### config.mk
export PLATFORM = sky130hd
export DESIGN_NAME = ex_stage_flat
export DESIGN_NICKNAME = d
export VERILOG_FILES = /design/src/rtl/dlx_pkg.sv /design/src/rtl/ex_stage_if.sv /design/src/rtl/ex_mul_iter.sv /design/src/rtl/ex_stage.sv /design/src/flat_wrapper.sv
export SDC_FILE = /design/constraint.sdc
export NUM_CORES = 1
export LEC_CHECK = 0
export ABC_AREA = 1
export CAP_MARGIN = 5
export CORE_ASPECT_RATIO = 0.9
export CORE_MARGIN = 4
export CORE_UTILIZATION = 60
export DETAILED_ROUTE_END_ITERATION = 6
export DONT_BUFFER_PORTS = 1
export PLACE_DENSITY = 0.8
export SYNTH_ARGS = -nofsm -noshare
export SYNTH_HDL_FRONTEND = slang
export SYNTH_SLANG_ARGS = --single-unit
### constraint.sdc
create_clock -name clk -period 0.8 [get_ports clk]
set_clock_uncertainty 0.1 [all_clocks]
set_input_delay 0.16 -clock clk [delete_from_list [all_inputs] [get_ports clk]]
set_output_delay 0.16 -clock clk [all_outputs]
set_load 0.005 [all_outputs]
### src/rtl/dlx_pkg.sv
`default_nettype none
// ============================================================================
// Module      : dlx_pkg
// Description : Shared definitions for the DLX execute stage. These include
//               the ALU function codes, the branch opcodes, and the encoding
//               of the multiplier sequencer states.
// Revision    : 1.0 - initial release
// ============================================================================
package dlx_pkg;

    // ALU function field
    localparam int FN_W = 5;
    typedef logic [FN_W-1:0] alu_fn_t;

    localparam alu_fn_t FN_ADD = 5'd0;
    localparam alu_fn_t FN_SUB = 5'd1;
    localparam alu_fn_t FN_AND = 5'd2;
    localparam alu_fn_t FN_OR  = 5'd3;
    localparam alu_fn_t FN_XOR = 5'd4;
    localparam alu_fn_t FN_SLL = 5'd5;
    localparam alu_fn_t FN_SRL = 5'd6;
    localparam alu_fn_t FN_SRA = 5'd7;
    localparam alu_fn_t FN_SLT = 5'd8;
    localparam alu_fn_t FN_SEQ = 5'd9;
    localparam alu_fn_t FN_MUL = 5'd10;

    // Conditional branch opcodes
    localparam logic [5:0] OP_BEQZ = 6'h04;
    localparam logic [5:0] OP_BNEZ = 6'h05;

    // Multiplier sequencer state encoding
    typedef logic [1:0] mul_state_t;
    localparam mul_state_t S_IDLE     = 2'd0;
    localparam mul_state_t S_MUL_BUSY = 2'd1;
    localparam mul_state_t S_MUL_DONE = 2'd2;

endpackage
`default_nettype wire

### src/rtl/ex_stage_if.sv
`default_nettype none
// ============================================================================
// Module      : ex_stage_if
// Description : Bundle for the execute stage. It carries the ID/EX fields into
//               the stage, and carries the EX/MEM fields, the PC redirect and
//               the stall back out.
//               - master : the ID/EX side. It drives the *_in fields and
//                          observes the *_out fields.
//               - slave  : the execute stage itself.
// Revision    : 1.0 - initial release
// ============================================================================
interface ex_stage_if #(
    parameter int DATA_WIDTH      = 32,
    parameter int PC_WIDTH        = 20,
    parameter int OPCODE_WIDTH    = 6,
    parameter int FUNCTION_WIDTH  = 5,
    parameter int REG_ADDR_WIDTH  = 5,
    parameter int PC_OFFSET_WIDTH = 26
);
    // ID/EX -> EX
    logic                       valid_in;
    logic                       flush_in;
    logic [DATA_WIDTH-1:0]      data_alu_a_in;
    logic [DATA_WIDTH-1:0]      data_alu_b_in;
    logic [DATA_WIDTH-1:0]      constant_in;
    logic                       imm_inst_in;
    logic [PC_WIDTH-1:0]        new_pc_in;
    logic [OPCODE_WIDTH-1:0]    opcode_in;
    logic [FUNCTION_WIDTH-1:0]  inst_function_in;
    logic [PC_OFFSET_WIDTH-1:0] pc_offset_in;
    logic [REG_ADDR_WIDTH-1:0]  reg_wr_addr_in;
    logic                       reg_wr_en_in;
    logic                       mem_data_rd_en_in;
    logic                       mem_data_wr_en_in;
    logic                       write_back_mux_sel_in;
    logic                       branch_inst_in;
    logic                       jump_inst_in;
    logic                       jump_use_r_in;

    // EX -> upstream / EX/MEM
    logic                       stall_out;
    logic                       pc_load_out;
    logic [PC_WIDTH-1:0]        pc_target_out;
    logic [DATA_WIDTH-1:0]      alu_result_out;
    logic [DATA_WIDTH-1:0]      mem_wr_data_out;
    logic [REG_ADDR_WIDTH-1:0]  reg_wr_addr_out;
    logic                       reg_wr_en_out;
    logic                       mem_data_rd_en_out;
    logic                       mem_data_wr_en_out;
    logic                       write_back_mux_sel_out;

    modport master (
        output valid_in, flush_in, data_alu_a_in, data_alu_b_in, constant_in,
               imm_inst_in, new_pc_in, opcode_in, inst_function_in, pc_offset_in,
               reg_wr_addr_in, reg_wr_en_in, mem_data_rd_en_in, mem_data_wr_en_in,
               write_back_mux_sel_in, branch_inst_in, jump_inst_in, jump_use_r_in,
        input  stall_out, pc_load_out, pc_target_out, alu_result_out, mem_wr_data_out,
               reg_wr_addr_out, reg_wr_en_out, mem_data_rd_en_out, mem_data_wr_en_out,
               write_back_mux_sel_out
    );

    modport slave (
        input  valid_in, flush_in, data_alu_a_in, data_alu_b_in, constant_in,
               imm_inst_in, new_pc_in, opcode_in, inst_function_in, pc_offset_in,
               reg_wr_addr_in, reg_wr_en_in, mem_data_rd_en_in, mem_data_wr_en_in,
               write_back_mux_sel_in, branch_inst_in, jump_inst_in, jump_use_r_in,
        output stall_out, pc_load_out, pc_target_out, alu_result_out, mem_wr_data_out,
               reg_wr_addr_out, reg_wr_en_out, mem_data_rd_en_out, mem_data_wr_en_out,
               write_back_mux_sel_out
    );
endinterface
`default_nettype wire

### src/rtl/ex_mul_iter.sv
`default_nettype none
// ============================================================================
// Module      : ex_mul_iter
// Description : Iterative shift-add multiplier. It processes one multiplier
//               bit per cycle over DATA_WIDTH cycles and produces the low
//               DATA_WIDTH bits of the product.
// Ports       : clk, rst_n   - clock, async active-low reset
//               start_i      - accept a_i/b_i (honoured in IDLE only)
//               abort_i      - drop any operation in flight, return to IDLE
//               a_i, b_i     - operands
//               busy_o       - shifting in progress
//               done_o       - product_o valid for this one cycle
//               product_o    - low DATA_WIDTH bits of a*b
// Revision    : 1.0 - initial release
// ============================================================================
module ex_mul_iter
    import dlx_pkg::*;
#(
    parameter int DATA_WIDTH = 32
)(
    input  logic                  clk,
    input  logic                  rst_n,
    input  logic                  start_i,
    input  logic                  abort_i,
    input  logic [DATA_WIDTH-1:0] a_i,
    input  logic [DATA_WIDTH-1:0] b_i,
    output logic                  busy_o,
    output logic                  done_o,
    output logic [DATA_WIDTH-1:0] product_o
);
    localparam int CNT_W = $clog2(DATA_WIDTH);

    mul_state_t            state_q, state_d;
    logic [CNT_W-1:0]      cnt_q, cnt_d;
    logic [DATA_WIDTH-1:0] acc_q, acc_d;
    logic [DATA_WIDTH-1:0] mcand_q, mcand_d;
    logic [DATA_WIDTH-1:0] mplier_q, mplier_d;

    always_comb begin
        state_d  = state_q;
        cnt_d    = cnt_q;
        acc_d    = acc_q;
        mcand_d  = mcand_q;
        mplier_d = mplier_q;
        case (state_q)
            S_IDLE: begin
                if (start_i) begin
                    state_d  = S_MUL_BUSY;
                    cnt_d    = '0;
                    acc_d    = '0;
                    mcand_d  = a_i;
                    mplier_d = b_i;
                end
            end
            S_MUL_BUSY: begin
                // Bits shifted beyond DATA_WIDTH only affect the discarded high half.
                if (mplier_q[0]) begin
                    acc_d = acc_q + mcand_q;
                end
                mcand_d  = mcand_q << 1;
                mplier_d = mplier_q >> 1;
                cnt_d    = cnt_q + CNT_W'(1);
                if (cnt_q == CNT_W'(DATA_WIDTH - 1)) begin
                    state_d = S_MUL_DONE;
                end
            end
            S_MUL_DONE: begin
                state_d = S_IDLE;
            end
            default: begin
                state_d = S_IDLE;
            end
        endcase
        if (abort_i) begin
            state_d = S_IDLE;
            acc_d   = '0;
        end
    end

    always_ff @(posedge clk or negedge rst_n) begin
        if (!rst_n) begin
            state_q  <= S_IDLE;
            cnt_q    <= '0;
            acc_q    <= '0;
            mcand_q  <= '0;
            mplier_q <= '0;
        end else begin
            state_q  <= state_d;
            cnt_q    <= cnt_d;
            acc_q    <= acc_d;
            mcand_q  <= mcand_d;
            mplier_q <= mplier_d;
        end
    end

    assign busy_o    = (state_q == S_MUL_BUSY);
    assign done_o    = (state_q == S_MUL_DONE);
    assign product_o = acc_q;

endmodule
`default_nettype wire

### src/rtl/ex_stage.sv
`default_nettype none
// ============================================================================
// Module      : ex_stage
// Description : DLX execute stage. It takes the registered ID/EX fields and
//               computes the ALU result. It resolves branches and jumps into a
//               registered PC redirect, and registers the EX/MEM fields.
// Config      : EX_MULT_EN - when defined, MUL uses the iterative multiplier
//               and stalls upstream while the multiplier is busy. When
//               undefined, MUL yields 0 in one cycle and stall_out is tied
//               to 0.
// Ports       : clk, rst_n   - clock, async active-low reset
//               bus (slave)  - ID/EX inputs, stall, PC redirect,
//                              and the EX/MEM outputs (see ex_stage_if)
// Revision    : 1.0 - initial release
// ============================================================================
module ex_stage
    import dlx_pkg::*;
#(
    parameter int DATA_WIDTH      = 32,
    parameter int PC_WIDTH        = 20,
    parameter int OPCODE_WIDTH    = 6,
    parameter int FUNCTION_WIDTH  = 5,
    parameter int REG_ADDR_WIDTH  = 5,
    parameter int PC_OFFSET_WIDTH = 26
)(
    input  logic       clk,
    input  logic       rst_n,
    ex_stage_if.slave  bus
);
    localparam int DW = DATA_WIDTH;
    localparam int PW = PC_WIDTH;

    // ------------------------------------------------------------------
    // Operand select and ALU
    // ------------------------------------------------------------------
    alu_fn_t       w_fn;
    logic [DW-1:0] w_a;
    logic [DW-1:0] w_b;
    logic [4:0]    w_shamt;
    logic [DW-1:0] w_alu;

    assign w_fn    = alu_fn_t'(bus.inst_function_in);
    assign w_a     = bus.data_alu_a_in;
    assign w_b     = bus.imm_inst_in ? bus.constant_in : bus.data_alu_b_in;
    assign w_shamt = w_b[4:0];

    always_comb begin
        w_alu = '0;
        case (w_fn)
            FN_ADD:  w_alu = w_a + w_b;
            FN_SUB:  w_alu = w_a - w_b;
            FN_AND:  w_alu = w_a & w_b;
            FN_OR:   w_alu = w_a | w_b;
            FN_XOR:  w_alu = w_a ^ w_b;
            FN_SLL:  w_alu = w_a << w_shamt;
            FN_SRL:  w_alu = w_a >> w_shamt;
            FN_SRA:  w_alu = $signed(w_a) >>> w_shamt;
            FN_SLT:  w_alu = {{(DW-1){1'b0}}, ($signed(w_a) < $signed(w_b))};
            FN_SEQ:  w_alu = {{(DW-1){1'b0}}, (w_a == w_b)};
            // MUL is produced by the multiplier path (or is 0 without it)
            default: w_alu = '0;
        endcase
    end

    // ------------------------------------------------------------------
    // Branch / jump resolution
    // ------------------------------------------------------------------
    logic          w_a_zero;
    logic          w_br_taken;
    logic          w_taken;
    logic [PW-1:0] w_br_target;
    logic [PW-1:0] w_j_target;
    logic [PW-1:0] w_target;

    assign w_a_zero    = (w_a == '0);
    assign w_br_taken  = bus.branch_inst_in &&
                         (((bus.opcode_in == OPCODE_WIDTH'(OP_BEQZ)) &&  w_a_zero) ||
                          ((bus.opcode_in == OPCODE_WIDTH'(OP_BNEZ)) && !w_a_zero));
    assign w_taken     = w_br_taken || bus.jump_inst_in;
    assign w_br_target = bus.new_pc_in + bus.constant_in[PW-1:0];
    // The offset is sign-extended (or truncated) to the PC width before the add.
    assign w_j_target  = bus.jump_use_r_in ? w_a[PW-1:0]
                                           : bus.new_pc_in + PW'($signed(bus.pc_offset_in));
    assign w_target    = bus.jump_inst_in ? w_j_target : w_br_target;

    // ------------------------------------------------------------------
    // Multiplier sequencing
    // ------------------------------------------------------------------
    logic w_issue;   // a normal single-cycle instruction retires into EX/MEM

`ifdef EX_MULT_EN
    logic                      w_mul_start;
    logic                      w_mul_busy;
    logic                      w_mul_done;
    logic [DW-1:0]             w_mul_product;
    logic [REG_ADDR_WIDTH-1:0] mul_addr_q;
    logic                      mul_we_q;
    logic                      mul_rd_q;
    logic                      mul_wr_q;
    logic                      mul_wb_q;
    logic [DW-1:0]             mul_st_q;

    assign w_mul_start = !w_mul_busy && !w_mul_done && bus.valid_in &&
                         !bus.flush_in && (w_fn == FN_MUL);
    // The stall is raised in the issue cycle so that the MUL stays parked in
    // ID/EX. It is released in the DONE cycle, so ID/EX advances on the same
    // edge that writes the product.
    assign bus.stall_out = w_mul_start || w_mul_busy;
    assign w_issue       = bus.valid_in && !bus.flush_in && !w_mul_busy &&
                           !w_mul_done && (w_fn != FN_MUL);

    ex_mul_iter #(
        .DATA_WIDTH (DW)
    ) u_mul (
        .clk       (clk),
        .rst_n     (rst_n),
        .start_i   (w_mul_start),
        .abort_i   (bus.flush_in),
        .a_i       (w_a),
        .b_i       (w_b),
        .busy_o    (w_mul_busy),
        .done_o    (w_mul_done),
        .product_o (w_mul_product)
    );

    // The MUL control fields are captured at issue and replayed into EX/MEM
    // together with the product.
    always_ff @(posedge clk or negedge rst_n) begin
        if (!rst_n) begin
            mul_addr_q <= '0;
            mul_we_q   <= 1'b0;
            mul_rd_q   <= 1'b0;
            mul_wr_q   <= 1'b0;
            mul_wb_q   <= 1'b0;
            mul_st_q   <= '0;
        end else if (w_mul_start) begin
            mul_addr_q <= bus.reg_wr_addr_in;
            mul_we_q   <= bus.reg_wr_en_in;
            mul_rd_q   <= bus.mem_data_rd_en_in;
            mul_wr_q   <= bus.mem_data_wr_en_in;
            mul_wb_q   <= bus.write_back_mux_sel_in;
            mul_st_q   <= bus.data_alu_b_in;
        end
    end
`else
    assign bus.stall_out = 1'b0;
    assign w_issue       = bus.valid_in && !bus.flush_in;
`endif

    // ------------------------------------------------------------------
    // EX/MEM and redirect registers
    // ------------------------------------------------------------------
    logic [DW-1:0]             res_q,  res_d;
    logic [DW-1:0]             st_q,   st_d;
    logic [REG_ADDR_WIDTH-1:0] addr_q, addr_d;
    logic                      we_q,   we_d;
    logic                      rd_q,   rd_d;
    logic                      wr_q,   wr_d;
    logic                      wb_q,   wb_d;
    logic                      pcl_q,  pcl_d;
    logic [PW-1:0]             tgt_q,  tgt_d;

    // Anything that does not retire this cycle writes a full bubble.
    always_comb begin
        res_d  = '0;
        st_d   = '0;
        addr_d = '0;
        we_d   = 1'b0;
        rd_d   = 1'b0;
        wr_d   = 1'b0;
        wb_d   = 1'b0;
        pcl_d  = 1'b0;
        tgt_d  = tgt_q;
        if (w_issue) begin
            res_d  = w_alu;
            st_d   = bus.data_alu_b_in;
            addr_d = bus.reg_wr_addr_in;
            we_d   = bus.reg_wr_en_in;
            rd_d   = bus.mem_data_rd_en_in;
            wr_d   = bus.mem_data_wr_en_in;
            wb_d   = bus.write_back_mux_sel_in;
            pcl_d  = w_taken;
            if (w_taken) begin
                tgt_d = w_target;
            end
        end
`ifdef EX_MULT_EN
        else if (!bus.flush_in && w_mul_done) begin
            res_d  = w_mul_product;
            st_d   = mul_st_q;
            addr_d = mul_addr_q;
            we_d   = mul_we_q;
            rd_d   = mul_rd_q;
            wr_d   = mul_wr_q;
            wb_d   = mul_wb_q;
        end
`endif
    end

    always_ff @(posedge clk or negedge rst_n) begin
        if (!rst_n) begin
            res_q  <= '0;
            st_q   <= '0;
            addr_q <= '0;
            we_q   <= 1'b0;
            rd_q   <= 1'b0;
            wr_q   <= 1'b0;
            wb_q   <= 1'b0;
            pcl_q  <= 1'b0;
            tgt_q  <= '0;
        end else begin
            res_q  <= res_d;
            st_q   <= st_d;
            addr_q <= addr_d;
            we_q   <= we_d;
            rd_q   <= rd_d;
            wr_q   <= wr_d;
            wb_q   <= wb_d;
            pcl_q  <= pcl_d;
            tgt_q  <= tgt_d;
        end
    end

    assign bus.alu_result_out         = res_q;
    assign bus.mem_wr_data_out        = st_q;
    assign bus.reg_wr_addr_out        = addr_q;
    assign bus.reg_wr_en_out          = we_q;
    assign bus.mem_data_rd_en_out     = rd_q;
    assign bus.mem_data_wr_en_out     = wr_q;
    assign bus.write_back_mux_sel_out = wb_q;
    assign bus.pc_load_out            = pcl_q;
    assign bus.pc_target_out          = tgt_q;

endmodule
`default_nettype wire
### src/flat_wrapper.sv
// flat-port wrapper written by rule: the top's interface ports become plain ports
module ex_stage_flat import dlx_pkg::*;
#(
    parameter int DATA_WIDTH      = 32,
    parameter int PC_WIDTH        = 20,
    parameter int OPCODE_WIDTH    = 6,
    parameter int FUNCTION_WIDTH  = 5,
    parameter int REG_ADDR_WIDTH  = 5,
    parameter int PC_OFFSET_WIDTH = 26
)
  (clk, rst_n, bus_valid_in, bus_flush_in, bus_data_alu_a_in, bus_data_alu_b_in, bus_constant_in, bus_imm_inst_in, bus_new_pc_in, bus_opcode_in, bus_inst_function_in, bus_pc_offset_in, bus_reg_wr_addr_in, bus_reg_wr_en_in, bus_mem_data_rd_en_in, bus_mem_data_wr_en_in, bus_write_back_mux_sel_in, bus_branch_inst_in, bus_jump_inst_in, bus_jump_use_r_in, bus_stall_out, bus_pc_load_out, bus_pc_target_out, bus_alu_result_out, bus_mem_wr_data_out, bus_reg_wr_addr_out, bus_reg_wr_en_out, bus_mem_data_rd_en_out, bus_mem_data_wr_en_out, bus_write_back_mux_sel_out);
  ex_stage_if #(.DATA_WIDTH(DATA_WIDTH), .PC_WIDTH(PC_WIDTH), .OPCODE_WIDTH(OPCODE_WIDTH), .FUNCTION_WIDTH(FUNCTION_WIDTH), .REG_ADDR_WIDTH(REG_ADDR_WIDTH), .PC_OFFSET_WIDTH(PC_OFFSET_WIDTH)) bus_i ();
  input  logic clk;
  input  logic rst_n;
  input wire logic [$bits(bus_i.valid_in)-1:0] bus_valid_in;
  input wire logic [$bits(bus_i.flush_in)-1:0] bus_flush_in;
  input wire logic [$bits(bus_i.data_alu_a_in)-1:0] bus_data_alu_a_in;
  input wire logic [$bits(bus_i.data_alu_b_in)-1:0] bus_data_alu_b_in;
  input wire logic [$bits(bus_i.constant_in)-1:0] bus_constant_in;
  input wire logic [$bits(bus_i.imm_inst_in)-1:0] bus_imm_inst_in;
  input wire logic [$bits(bus_i.new_pc_in)-1:0] bus_new_pc_in;
  input wire logic [$bits(bus_i.opcode_in)-1:0] bus_opcode_in;
  input wire logic [$bits(bus_i.inst_function_in)-1:0] bus_inst_function_in;
  input wire logic [$bits(bus_i.pc_offset_in)-1:0] bus_pc_offset_in;
  input wire logic [$bits(bus_i.reg_wr_addr_in)-1:0] bus_reg_wr_addr_in;
  input wire logic [$bits(bus_i.reg_wr_en_in)-1:0] bus_reg_wr_en_in;
  input wire logic [$bits(bus_i.mem_data_rd_en_in)-1:0] bus_mem_data_rd_en_in;
  input wire logic [$bits(bus_i.mem_data_wr_en_in)-1:0] bus_mem_data_wr_en_in;
  input wire logic [$bits(bus_i.write_back_mux_sel_in)-1:0] bus_write_back_mux_sel_in;
  input wire logic [$bits(bus_i.branch_inst_in)-1:0] bus_branch_inst_in;
  input wire logic [$bits(bus_i.jump_inst_in)-1:0] bus_jump_inst_in;
  input wire logic [$bits(bus_i.jump_use_r_in)-1:0] bus_jump_use_r_in;
  output wire logic [$bits(bus_i.stall_out)-1:0] bus_stall_out;
  output wire logic [$bits(bus_i.pc_load_out)-1:0] bus_pc_load_out;
  output wire logic [$bits(bus_i.pc_target_out)-1:0] bus_pc_target_out;
  output wire logic [$bits(bus_i.alu_result_out)-1:0] bus_alu_result_out;
  output wire logic [$bits(bus_i.mem_wr_data_out)-1:0] bus_mem_wr_data_out;
  output wire logic [$bits(bus_i.reg_wr_addr_out)-1:0] bus_reg_wr_addr_out;
  output wire logic [$bits(bus_i.reg_wr_en_out)-1:0] bus_reg_wr_en_out;
  output wire logic [$bits(bus_i.mem_data_rd_en_out)-1:0] bus_mem_data_rd_en_out;
  output wire logic [$bits(bus_i.mem_data_wr_en_out)-1:0] bus_mem_data_wr_en_out;
  output wire logic [$bits(bus_i.write_back_mux_sel_out)-1:0] bus_write_back_mux_sel_out;
  assign bus_i.valid_in = bus_valid_in;
  assign bus_i.flush_in = bus_flush_in;
  assign bus_i.data_alu_a_in = bus_data_alu_a_in;
  assign bus_i.data_alu_b_in = bus_data_alu_b_in;
  assign bus_i.constant_in = bus_constant_in;
  assign bus_i.imm_inst_in = bus_imm_inst_in;
  assign bus_i.new_pc_in = bus_new_pc_in;
  assign bus_i.opcode_in = bus_opcode_in;
  assign bus_i.inst_function_in = bus_inst_function_in;
  assign bus_i.pc_offset_in = bus_pc_offset_in;
  assign bus_i.reg_wr_addr_in = bus_reg_wr_addr_in;
  assign bus_i.reg_wr_en_in = bus_reg_wr_en_in;
  assign bus_i.mem_data_rd_en_in = bus_mem_data_rd_en_in;
  assign bus_i.mem_data_wr_en_in = bus_mem_data_wr_en_in;
  assign bus_i.write_back_mux_sel_in = bus_write_back_mux_sel_in;
  assign bus_i.branch_inst_in = bus_branch_inst_in;
  assign bus_i.jump_inst_in = bus_jump_inst_in;
  assign bus_i.jump_use_r_in = bus_jump_use_r_in;
  assign bus_stall_out = bus_i.stall_out;
  assign bus_pc_load_out = bus_i.pc_load_out;
  assign bus_pc_target_out = bus_i.pc_target_out;
  assign bus_alu_result_out = bus_i.alu_result_out;
  assign bus_mem_wr_data_out = bus_i.mem_wr_data_out;
  assign bus_reg_wr_addr_out = bus_i.reg_wr_addr_out;
  assign bus_reg_wr_en_out = bus_i.reg_wr_en_out;
  assign bus_mem_data_rd_en_out = bus_i.mem_data_rd_en_out;
  assign bus_mem_data_wr_en_out = bus_i.mem_data_wr_en_out;
  assign bus_write_back_mux_sel_out = bus_i.write_back_mux_sel_out;
  ex_stage #(.DATA_WIDTH(DATA_WIDTH), .PC_WIDTH(PC_WIDTH), .OPCODE_WIDTH(OPCODE_WIDTH), .FUNCTION_WIDTH(FUNCTION_WIDTH), .REG_ADDR_WIDTH(REG_ADDR_WIDTH), .PC_OFFSET_WIDTH(PC_OFFSET_WIDTH)) u_core (.clk(clk), .rst_n(rst_n), .bus(bus_i));
endmodule
==> results of run 1 <==
[kinds of logic after synthesis]
logic type | count (synthesis) | synth area share
compound gates | 382 | 0.130
xor+xnor | 17 | 0.00906
fa+ha+maj | 142 | 0.110
buf+inv | 514 | 0.128
flops | 94 | 0.143
other cells | 1 | 0.000228
simple gates | 1821 | 0.480
[repair_timing]
item | in CTS
hold buffers | 41
buffers inserted | 37
endpoints found under the hold margin | 145
pin swaps | 115
cloned | 6
gates resized for setup | 316
endpoints found under the setup margin | 147
[cell usage after synthesis (2+ instances only)]
library cell,n
buf_4,9
o221ai_1,2
xor2_1,10
nand2_4,3
nand4_1,39
clkinv_1,3
nor4_1,6
nand2_1,852
nor2_1,296
buf_2,56
o22ai_1,13
o21bai_1,12
nor2_2,4
inv_2,12
a21o_1,12
o21ai_0,135
fa_1,4
o21ai_4,2
nand2_8,2
nand2_2,8
and2_1,4
buf_1,11
nand3_1,529
xnor2_1,7
dfrtp_1,94
nand3_2,5
o21a_1,4
inv_1,378
a31oi_1,2
clkbuf_1,37
buf_6,7
or2_2,29
o21ai_2,2
o211ai_1,13
o21ai_1,14
nor3_1,32
nand3b_1,10
ha_1,138
a221oi_1,12
a21oi_1,154
[per-stage QoR]
step	area, µm²	setup TNS [ns]
3_3_place_gp	21300	-87.73
4_1_cts	23500	-74.11
2_1_floorplan	17900	-59.40
3_5_place_dp	21300	-92.86
[layer usage]
| metal | global-route usage | GRT overflow |
|---|---|---|
| met1 | 0.752 | 4 |
| met5 | 0.348 | 0 |
| met4 | 0.705 | 93 |
| met2 | 0.921 | 134 |
| met3 | 0.666 | 5 |
==> metrics.txt, run 1 <==
Seq cells post-synth=94; Main synth FF type=dfrtp_1; largest net degree at the start of global routing=95; TritonCTS buffer count=9; Synth area leader=nand2_1; distinct cell type count after synthesis=49; pre-CTS setup slack=-1.93 ns; IO Pins=265; sequential fraction of the synthesis area=0.143; synth top area cells=nand2_1 (19%), nand3_1 (16%), dfrtp_1 (14%); halt point of the flow=5_1_grt; number of global-route vias before repair=28.7k; first-pass GRT wire length=179 mm; Global Route Usage Sum=0.763; GRT Residual Overflow=236; GP Congestion=1.27; Root Driver=clkbuf_16; Initial Util=0.610; Post-Syn Area=16400 µm²; Error Message=[ERROR GRT-0116] Global routing finished with congestion. Check the congestion regions in the DRC Viewer.; Mapped Nets=3283; number of port buffers=0; cell row count=57; Synth async-reset ratio=1.00; synth warn=0; detailed placement HPWL=65.6 mm; placed cells=3699; H-tree levels=3; Die X=182 µm; area share of the largest cell type after synthesis=0.195; Syn Inst Count=2971; status=aborted with a tool error; Avg Inst Size Synth=5.53 µm²; Sink Count=94; clk buf depth=2; EDFF count, synth=0; die height=165 µm
==> run 2, diff against run 1 <==
CORE_ASPECT_RATIO = not set   (was 0.9)
CORE_UTILIZATION = 40   (was 60)
PLACE_DENSITY = not set   (was 0.8)
PLACE_DENSITY_LB_ADDON = 0.15   (was not set)
clock period = 1.05 ns   (was 0.8 ns; I/O delays follow)
==> metrics.txt, run 2 <==
first-pass GRT wire length=137 mm; worst reg-to-reg path cell count=2; crit end category=flop; Slowest cell on crit path=ha_4; synth top area cells=nand2_1 (19%), nand3_1 (16%), dfrtp_1 (14%); fmax=437 MHz; post-synthesis mux area share=0; detailed placement HPWL=75.7 mm; unrepaired setup endpoints after global routing=yes; worst reg2reg path endpoint=u_core.bus.pc_target_out[6]; total leakage power=0.0126 µW; pwr dens=873 nW/µm²; main combinational cell family by area after synthesis=simple AND/OR/NAND/NOR gates; Avg Inst Size Synth=5.53 µm²; largest net degree at the start of global routing=95; clk_lat worst skew=0.40 ns; P&R area growth vs syn=48.8%; synth cell count leaders=nand2_1 (852), nand3_1 (529), inv_1 (378); number of global-route vias before repair=22.3k; VDD IR max=0.856 mV; PnR Total Power=21300 µW; Seq cells post-synth=94; Mapped Nets=3283; PnR worst setup slack=-1.24 ns; via/cell ratio=5.73; top-count cell post-synth=nand2_1; drt total wl=94.1 mm; Adder-Cell Fraction of Synth Area=0.110; HP Class=in -> async; Post-Syn Area=16400 µm²; Buf/Inv on CP=4; Largest delay share family, worst path=buffers and inverters; EDFF count, synth=0; slew margin rel.=0.617; compound-gate portion of the synthesized area=0.130; H-tree levels=3; max cap viols=0; DRC errors left=2; Worst-path clk slew=0.09 ns; first-pass detailed-route iteration total=7; DR iter-0 viols=2601; final setup TNS=-52.23 ns; distinct cell type count after synthesis=49; Max Slew Vio Count=0; Root Driver=clkbuf_16; Tmin final=2.29 ns; Crit path largest cell delay=0.35 ns; XOR/XNOR share of the synthesized area=0.00906; crit path max fanout=40; clk buf depth=2; Initial Util=0.409; hold_ws=-0.624 ns; hold buffers post-CTS=43; status=finished with violations; Core Area=40200 µm²; failing checks=design-rule violations, negative hold slack, negative setup slack; number of nets still failing antenna checks after routing=0; Worst R2R Setup Slack=0.28 ns; vias=23.1k; layout cells sized above 1=0.309; synth warn=0; Final Hold Fails=94; Tightest Pin Transition=0.573 ns; period utilisation layout=2.18; GP Congestion=1.11; worst setup path class=in -> reg; commonest cells after routing, fill and taps aside=nand2_1 (751), buf_4 (540), nand3_1 (498); Global Route Usage Sum=0.407; Die X=211 µm; final setup vio count=147; arrival time at the worst endpoint=2.53 ns; area share of the largest cell type after synthesis=0.195; number of fill cells in the layout=3952; Synth async-reset ratio=1.00; Final #Nets=3813; number of port buffers=0; GRT Residual Overflow=0; die height=211 µm; initial antenna violation count=7; Critical Path Start Type=input pin; Synth area leader=nand2_1; most common cell after layout, fill and taps aside=nand2_1; TritonCTS clock tree=built; Syn Inst Count=2971; reg2reg start=u_core.bus.pc_target_out[6]; TritonCTS buffer count=9; IO Pins=265; required time worst endpoint=1.29 ns; Sink Count=94; Main synth FF type=dfrtp_1; Synth Area in Simple Gates=0.480; sequential fraction of the synthesis area=0.143; critical-path cell list=inv_6 > or2_4 > o21ai_4 > ha_4 > inv_1 > a21oi_2 > buf_4 > nand2_1 > nand2_1 > nand3b_1 > buf_4 > xor2_1 > nor2_1 > a21oi_1 > a21oi_1; cell row count=73; routed len/inst=23.3 µm; die area=44400 µm²
## run 2: logic make-up (layout without fill, tap and decap cells)
group,Yosys count,after routing
AOI/OAI and AO/OA,382,382
xor gates and xnor gates,17,17
adders and majority gates,142,142
buffers and inverters,514,1049
DFF,94,94
other,1,6
and+or+nand+nor,1821,1821
## run 2: worst max-delay path by stage
stage,start,to,depth (start not counted)
after floorplan,bus_imm_inst_in,u_core.bus.alu_result_out[30],19
after global placement,bus_imm_inst_in,u_core.bus.alu_result_out[17],17
after detailed placement,bus_imm_inst_in,u_core.bus.alu_result_out[17],17
after CTS,bus_imm_inst_in,u_core.bus.alu_result_out[17],18
after global routing,bus_imm_inst_in,u_core.bus.alu_result_out[20],14
final,bus_imm_inst_in,u_core.bus.alu_result_out[11],15
## run 2: timing repair
| action | CTS | global route |
|---|---|---|
| buffers inserted | 15 | 7 |
| pin swaps | 65 | 54 |
| resized for setup | 224 | 85 |
| endpoints found under the hold margin | 149 | 94 |
| setup endpoints to repair | 147 | 147 |
| gates cloned | 5 | 0 |
## run 2: cell type report
| class | instances | area, µm² | area share |
|---|---|---|---|
| multi-input combinational | 2363 | 14200 | 0.580 |
| timing repair buffer | 637 | 5370 | 0.220 |
| sequential | 94 | 2360 | 0.0965 |
| inverter | 393 | 1540 | 0.0630 |
| tap | 525 | 657 | 0.0269 |
| clock buffer | 9 | 225 | 0.00921 |
| clock inverter | 7 | 70.1 | 0.00287 |
| timing repair inverter | 3 | 36.3 | 0.00148 |
| antenna | 5 | 12.5 | 0.000512 |
## run 2: through the flow
| step | worst slack (ns) | instance area (µm²) | cells | util |
|---|---|---|---|---|
| after global placement | -1.90 | 22200 | 3945 | 0.553 |
| after global routing | -1.24 | 24400 | 4034 | 0.608 |
| after floorplan | -1.29 | 17900 | 2971 | - |
| final | -1.24 | 24400 | 4036 | 0.608 |
| after detailed placement | -1.97 | 22200 | 3945 | 0.553 |
| after CTS | -1.03 | 24100 | 4024 | 0.599 |
## run 2: metal layers
metal / vias to the layer above / GRT usage / wire length, µm
met5: - / 0 / 23
met4: 4 / 0.227 / 6440
met3: 285 / 0.107 / 10000
met2: 1333 / 0.650 / 41800
met1: 10742 / 0.499 / 35900
li1: 10743 / - / -
## run 2: power breakdown
part / internal [µW] / switching [µW] / total [µW]
logic: 5700 / 7750 / 13500
clock network: 1670 / 2090 / 3760
registers: 3880 / 236 / 4110
total: 11200 / 10100 / 21300
Power figures use the tool's default switching activity.
==> run 3, diff against run 2 <==
GPL_TIMING_DRIVEN = 0   (was not set)
SETUP_SLACK_MARGIN = 0.02   (was not set)
==> metrics.txt, run 3 (same netlist as run 2, synthesis figures left out) <==
status=finished with violations; failing checks=design-rule violations, negative hold slack, negative setup slack; Tmin final=2.37 ns; Final Util=0.573; antenna cells=0; Final Hold Fails=94; final setup vio count=147; detailed placement HPWL=77.7 mm; slew margin rel.=0.244; total leakage power=0.0113 µW; DR iter-0 viols=2945; HP Class=in -> async; hold buffers post-CTS=42; Switch Pwr=10600 µW; reg2reg start=u_core.bus.pc_target_out[0]; PnR Total Power=21500 µW; arrival time at the worst endpoint=2.54 ns; die height=211 µm; Die X=211 µm; Worst-path clk slew=0.08 ns; required time worst endpoint=1.23 ns; via/cell ratio=6.11; number of global-route vias before repair=21.9k; worst reg2reg path endpoint=u_core.bus.pc_target_out[0]; initial antenna violation count=2; clk buf depth=2; most common cell after layout, fill and taps aside=nand2_1; Critical Path Start Type=input pin; Internal Power=10900 µW; first-pass detailed-route iteration total=7; Root Driver=clkbuf_16; number of nets still failing antenna checks after routing=0; largest net degree at the start of global routing=95; TritonCTS clock tree=built; drt total wl=100 mm; critical-path cell list=buf_16 > nand2_2 > o21ai_4 > buf_12 > inv_6 > buf_12 > ha_4 > buf_8 > inv_1 > a21oi_1 > nand3_4 > nand2_2 > nand3_4 > nand2_4 > nand3_2 > nand3_2 > nand2_4 > nor2_4 > nor2_1; clock power share=0.189; layout cells sized above 1=0.289; number of port buffers=0; cell row count=73; Crit path largest cell delay=0.27 ns; routed len/inst=27.1 µm; crit end category=flop; first-pass GRT wire length=143 mm; pwr dens=933 nW/µm²; Tightest Pin Transition=1.13 ns; die area=44400 µm²; fmax=422 MHz; crit path max fanout=7; Max Slew Vio Count=0; worst setup path class=in -> reg; Sink Count=94; period utilisation layout=2.26; vias=22.6k; pre-CTS setup slack=-2.64 ns; unrepaired setup endpoints after global routing=yes; P&R area growth vs syn=40.2%; Initial Util=0.409; Largest delay share family, worst path=simple AND/OR/NAND/NOR gates; Final #Nets=3475; Core Area=40200 µm²; IO Pins=265; clk_lat worst skew=0.41 ns; VDD IR max=0.818 mV; PnR worst setup slack=-1.32 ns; fin area=23000 µm²; Global Route Usage Sum=0.433; combinational share of power=0.621; TritonCTS buffer count=9; GRT Residual Overflow=0; GP Congestion=1.12; final setup TNS=-55.11 ns; Sw Share=0.495; worst reg-to-reg path cell count=2; Slowest cell on crit path=ha_4; max cap viols=0; Buf/Inv on CP=6; Sequential Power Share=0.190; DRC errors left=2; H-tree levels=3; Worst R2R Setup Slack=0.27 ns; Placed Instance Area=18600 µm²; commonest cells after routing, fill and taps aside=nand2_1 (689), nand3_1 (477), inv_1 (304); hold_ws=-0.617 ns
[run 3: worst max-delay path by stage]
stage,start,end,slack [ns],depth (start not counted)
floorplan,bus_imm_inst_in,u_core.bus.alu_result_out[30],-1.29,19
global placement,bus_imm_inst_in,u_core.bus.alu_result_out[30],-2.60,13
detailed placement,bus_imm_inst_in,u_core.bus.alu_result_out[30],-2.64,13
CTS,bus_imm_inst_in,u_core.bus.alu_result_out[26],-1.23,18
global route,bus_imm_inst_in,u_core.bus.alu_result_out[22],-1.38,21
finish,bus_imm_inst_in,u_core.bus.alu_result_out[17],-1.32,19
[run 3: metal layers]
layer  GRT usage  up-vias  share of wire
li1            -    10065              -
met1       0.539    10543           0.38
met2       0.647     1596           0.41
met3       0.144      350           0.13
met4       0.264        2          0.079
met5           0        -       0.000080
[run 3: layout make-up]
| cell class | count | area (µm²) |
|---|---|---|
| fillers | 3929 | 17200 |
| multi-input cells | 2363 | 15200 |
| flip-flops and latches | 94 | 2350 |
| repair buffers | 190 | 1860 |
| inverters | 393 | 1580 |
| plain buffers | 112 | 1060 |
| well taps | 525 | 657 |
| clock buffers | 9 | 225 |
| clock inverters | 7 | 110 |
[run 3: worst reg2reg max path, stage by stage, from the launching register on]
cell     delay [ns]
dfrtp_1        0.42
nand2_1        0.10
o21ai_2        0.05
[run 3: per-stage QoR]
step                hold slack, ns  std cells
global placement            -0.183       3496
CTS                         -0.629       3662
finish                      -0.617       3693
global route                -0.619       3693
detailed placement          -0.183       3496
floorplan                   -0.186       2971
[run 3: repair_timing]
action | CTS | global route
gates cloned | 12 | 1
gates resized for setup | 449 | 205
setup buffers | 103 | 34
endpoints found under the hold margin | 136 | 94
endpoints found under the setup margin | 188 | 147
pin swaps | 160 | 132
[run 3: power groups by stage]
stage	registers, µW	logic (µW)	clock network (µW)
3_3_place_gp	4150	9920	0
5_1_grt	4120	14100	4180
6_report	4090	13300	4050
4_1_cts	4090	12000	4090
2_1_floorplan	4080	7040	0
3_5_place_dp	4150	9990	0
